### src/rtl/cpu_clock_controller.sv
// Turns the divided clock (free-run) or a debounced step button (single-step) into a
// one-CLK_IN-cycle CPU clock-enable pulse, with a halt override and a pulse counter.
module cpu_clock_controller #(
  parameter int DEBOUNCE_CYCLES = 16,
  parameter int CNT_W           = 16
) (
  input  logic             CLK_IN,
  input  logic             RESET,
  input  logic             DIV_CLK_IN,
  input  logic             RUN_MODE,
  input  logic             STEP_BTN,
  input  logic             HALT,
  output logic             CPU_CLK_EN,
  output logic [CNT_W-1:0] STEP_COUNT,
  output logic [1:0]       MODE_STATE
);

  localparam int DB_W = $clog2(DEBOUNCE_CYCLES + 1);
  localparam logic [DB_W-1:0] DB_LAST = DB_W'(DEBOUNCE_CYCLES - 1);

  localparam logic [1:0] ST_IDLE   = 2'd0;
  localparam logic [1:0] ST_RUN    = 2'd1;
  localparam logic [1:0] ST_WAIT   = 2'd2;
  localparam logic [1:0] ST_HALTED = 2'd3;

  logic            div_d1_q;
  logic            div_prev_q;
  logic            tick;

  logic            btn_s1_q;
  logic            btn_s2_q;
  logic            deb_level_q, deb_level_d;
  logic [DB_W-1:0] deb_cnt_q, deb_cnt_d;
  logic            step_req_q, step_req_d;

  logic [1:0]      state_q, state_d;
  logic            en_q, en_d;
  logic [CNT_W-1:0] cnt_q, cnt_d;

  // DIV_CLK_IN is derived from CLK_IN, so one flop is enough before edge detection.
  assign tick = div_d1_q & ~div_prev_q;

  // Debouncer: the level only follows the synced button after an unbroken run of
  // DEBOUNCE_CYCLES disagreeing samples; any agreement restarts the run.
  always_comb begin
    deb_level_d = deb_level_q;
    deb_cnt_d   = '0;
    if (btn_s2_q != deb_level_q) begin
      if (deb_cnt_q == DB_LAST) begin
        deb_level_d = btn_s2_q;
      end else begin
        deb_cnt_d = deb_cnt_q + DB_W'(1);
      end
    end
    step_req_d = deb_level_d & ~deb_level_q;
  end

  // Priority inside every state: HALT, then RUN_MODE, then step_req.
  always_comb begin
    state_d = state_q;
    en_d    = 1'b0;
    case (state_q)
      ST_IDLE: begin
        if (HALT) begin
          state_d = ST_HALTED;
        end else if (RUN_MODE) begin
          state_d = ST_RUN;
        end else if (step_req_q) begin
          state_d = ST_WAIT;
          en_d    = 1'b1;
        end
      end
      ST_RUN: begin
        if (HALT) begin
          state_d = ST_HALTED;
        end else if (!RUN_MODE) begin
          state_d = ST_IDLE;
        end else if (tick) begin
          en_d = 1'b1;
        end
      end
      ST_WAIT: begin
        if (HALT) begin
          state_d = ST_HALTED;
        end else if (!deb_level_q) begin
          state_d = ST_IDLE;
        end
      end
      ST_HALTED: begin
        if (!HALT) begin
          state_d = ST_IDLE;
        end
      end
    endcase
  end

  assign cnt_d = en_d ? cnt_q + CNT_W'(1) : cnt_q;

  always_ff @(posedge CLK_IN) begin
    if (RESET) begin
      div_d1_q    <= 1'b0;
      div_prev_q  <= 1'b0;
      btn_s1_q    <= 1'b0;
      btn_s2_q    <= 1'b0;
      deb_level_q <= 1'b0;
      deb_cnt_q   <= '0;
      step_req_q  <= 1'b0;
      state_q     <= ST_IDLE;
      en_q        <= 1'b0;
      cnt_q       <= '0;
    end else begin
      div_d1_q    <= DIV_CLK_IN;
      div_prev_q  <= div_d1_q;
      btn_s1_q    <= STEP_BTN;
      btn_s2_q    <= btn_s1_q;
      deb_level_q <= deb_level_d;
      deb_cnt_q   <= deb_cnt_d;
      step_req_q  <= step_req_d;
      state_q     <= state_d;
      en_q        <= en_d;
      cnt_q       <= cnt_d;
    end
  end

  assign CPU_CLK_EN = en_q;
  assign STEP_COUNT = cnt_q;
  assign MODE_STATE = state_q;

endmodule

### config.mk
export PLATFORM = sky130hd
export DESIGN_NAME = cpu_clock_controller
export DESIGN_NICKNAME = d
export VERILOG_FILES = /design/src/rtl/cpu_clock_controller.sv
export SDC_FILE = /design/constraint.sdc
export NUM_CORES = 1
export LEC_CHECK = 0
export BUFFER_PORTS_ARGS = -buffer_cell sky130_fd_sc_hd__clkbuf_2
export CORE_AREA = 2 2 53 55
export DETAILED_ROUTE_END_ITERATION = 7
export DIE_AREA = 0 0 55 57
export GPL_TIMING_DRIVEN = 0
export PLACE_DENSITY = 0.79
export SETUP_SLACK_MARGIN = 0.1
export SLEW_MARGIN = 20
export SYNTH_ARGS = -nofsm -noshare
export SYNTH_HDL_FRONTEND = slang
export SYNTH_SLANG_ARGS = --single-unit
### constraint.sdc
create_clock -name CLK_IN -period 3.6 [get_ports CLK_IN]
set_input_delay 0.72 -clock CLK_IN [delete_from_list [all_inputs] [get_ports CLK_IN]]
set_output_delay 0.72 -clock CLK_IN [all_outputs]
set_load 0.05 [all_outputs]
==> results.ini <==
[logic_synthesis]
synth-seq-cells = 30
ys.flop_type = dfxtp_1
syn_nets = 162
synthCells = 149
netlist_area_um2 = 1410
synth_area_leaders = dfxtp_1, ha_1, a21oi_1, nor2_1, mux2i_1
yosysTopAreaCell = dfxtp_1
synth_top_area_share_pct = 42.7
ys_warn_count = 0
synth-edff-count = 0
yosysSeqAreaShare_pct = 42.7
yosys-top-cells-count = dfxtp_1, a21oi_1, nor2_1
avgSynthCellArea_um2 = 9.43
synth_most_common_cell = dfxtp_1
synth_cell_type_count = 38
async_flop_share_pct = 0

[critical_path]
worst_setup_path_end_kind = register
critPathKind = reg -> reg
required_ns = 3.81
startpoint_type = register
rr_worst_depth = 7
cp.arrival_ns = 2.24
crit_family = buffers and inverters
cp_cell_sequence = inv_1 > ha_1 > and4bb_2 > a21oi_2 > buf_2 > mux2i_1 > nor2_1
path_max_fanout = 10
rrSetupSlack_ns = 1.56
crit_slowest_cell = dfxtp_1
critical_path_depth = 7
path_buf_inv = 2
cpPeakStageDelay_ns = 0.42

[power]
vdd_drop_max_mv = 0.263
p_leak_nw = 0.649
p_per_area_nw_per_um2 = 406

[placement]
numPlacedInstances = 203
dp_hpwl_um = 2180
io_buffers = 23
gp_congestion = 0.802

[routing]
wire_per_inst_um = 13.8
viasPerCell = 5.76
routed-via-count = 1216
drc = 0
antenna_left = 0
initialDrtViolationCount = 20
dr.pass1.iters = 4
wl_um = 2910

[clock_tree]
numCtsBuffers = 5
htreeDepth = 2
clkSlewWorstSetupHoldPaths_ns = 0.09
clock-sinks = 30
worstSkewPairLatency_ns = 0.33
cts_root_buf = clkbuf_4
cts_tree = yes
cts_resized = 0
cts_setup_buffers = 0
clockBufferDepth = 2
postCtsHoldBufs = 0

[global_routing]
grt-ovfl-total = 0
grt_antenna_before_repair = 0
grt_pass1_vias = 1187
grt_max_degree = 11
track_usage_pct = 21.4
grt_pass1_wl_um = 4910

[floorplan]
die_w_um = 55
io_pins = 25
rows = 19
initial_core_util_pct = 53.7
fp.dieH_um = 57
core-area_um2 = 2620
dieArea_um2 = 3140

[finish]
area_growth_pct = 15.2
drive_gt1_share_pct = 21.1
finalNonFillerCells = 211
diodes = 0
nets = 192
fill_cells = 247
final_core_util_pct = 61.9

[timing]
hold_viol_final = 0
slew_headroom_pct = 55.2
fin_skew_ns = 0.00644
drv_slew = 0
setup-tns-final_ns = 0
grt_setup_unrepaired = no
clock.fmax_mhz = 491
finalSetupViolCount = 0
worstMarginPinSlew_ns = 0.672
period_minus_slack_ns = 2.04
finalCritPeriodShare_pct = 56.6
holdWs_ns = 0.447

[hold_path]
holdPathStages = 1
hp-class = reg -> reg

[run_status]
status = completed

[flow_run]
maxCapViolCount = 0

## area by class of cell
class / instances / area, µm² / area share [%]
Sequential cell: 30 / 601 / 37.1
Tap cell: 31 / 38.8 / 2.40
Inverter: 7 / 26.3 / 1.62
Timing Repair Buffer: 23 / 115 / 7.11
Buffer: 5 / 35.0 / 2.16
Clock buffer: 7 / 55.1 / 3.40
Multi-Input combinational cell: 107 / 743 / 45.9
Clock inverter: 1 / 5.00 / 0.309
## cell families after synthesis
group,after synthesis,share of synthesized area [%]
compound gates,33,14.5
xor+xnor,5,3.12
fa+ha+maj,7,6.23
buf+inv,12,4.36
flops,30,42.7
mux,5,3.56
simple gates,57,25.5
## cell usage in the layout, fill, tap and decap left out, types with 2 or more instances in the layout
cell type	n
nand2b_1	3
o21ai_0	5
nand3_1	6
inv_1	7
clkbuf_1	2
o21ai_1	2
or4b_1	2
xor2_1	2
nor2_1	14
nand4_1	2
mux2i_1	5
ha_1	7
or4_1	5
o41ai_1	2
or3_1	6
o31ai_1	5
nor2b_1	4
and3_1	3
clkbuf_4	5
clkbuf_2	23
a21oi_1	14
nand2_1	3
buf_4	2
dfxtp_1	30
xnor2_1	3
nand4b_1	2
## layer usage
metal	up-vias	GRT usage, %	wire (µm)
met5	-	0	0
met4	0	11.8	52
met3	7	5.76	119
met2	23	33.0	1440
met1	581	26.5	1300
li1	605	-	-
## worst paths after layout
path	to	from
setup / recovery	STEP_COUNT[1]$_SDFFE_PP0P_	MODE_STATE[0]$_SDFFE_PP0P_
hold / removal	deb_cnt_q[0]$_SDFF_PP0_	deb_cnt_q[0]$_SDFF_PP0_
hold reg to reg	deb_cnt_q[0]$_SDFF_PP0_	deb_cnt_q[0]$_SDFF_PP0_
setup reg to reg	STEP_COUNT[1]$_SDFFE_PP0P_	MODE_STATE[0]$_SDFFE_PP0P_
## per-stage QoR
step                      worst slack (ns)  area [µm²]  total power, W
final                                 1.56        1620        0.000657
after global routing                  1.42        1620        0.000692
after detailed placement              1.41        1560        0.000457
after floorplan                       1.55        1410        0.000431
after global placement                1.48        1560        0.000448
after CTS                             1.57        1620        0.000666
## flip-flops by register name, indices dropped and copies added, names as in the netlist
| register | flops |
|---|---|
| CPU_CLK_EN | 1 |
| MODE_STATE | 2 |
| STEP_COUNT | 16 |
| btn_s1_q | 1 |
| btn_s2_q | 1 |
| deb_cnt_q | 5 |
| deb_level_q | 1 |
| div_d1_q | 1 |
| div_prev_q | 1 |
| step_req_q | 1 |
## power breakdown
group	total [W]	internal [W]	leakage, nW	switching, W
clock network	0.000209	0.0000945	0.0353	0.000114
registers	0.000352	0.000341	0.243	0.0000108
logic	0.0000966	0.0000343	0.370	0.0000623
## worst reg2reg max path, stage by stage, from the launching register on
cell and delay (ns):
dfxtp_1 0.42, inv_1 0.10, ha_1 0.23, and4bb_2 0.27, a21oi_2 0.29, buf_2 0.32, mux2i_1 0.22, nor2_1 0.06
(Power assumes the default switching activity.)
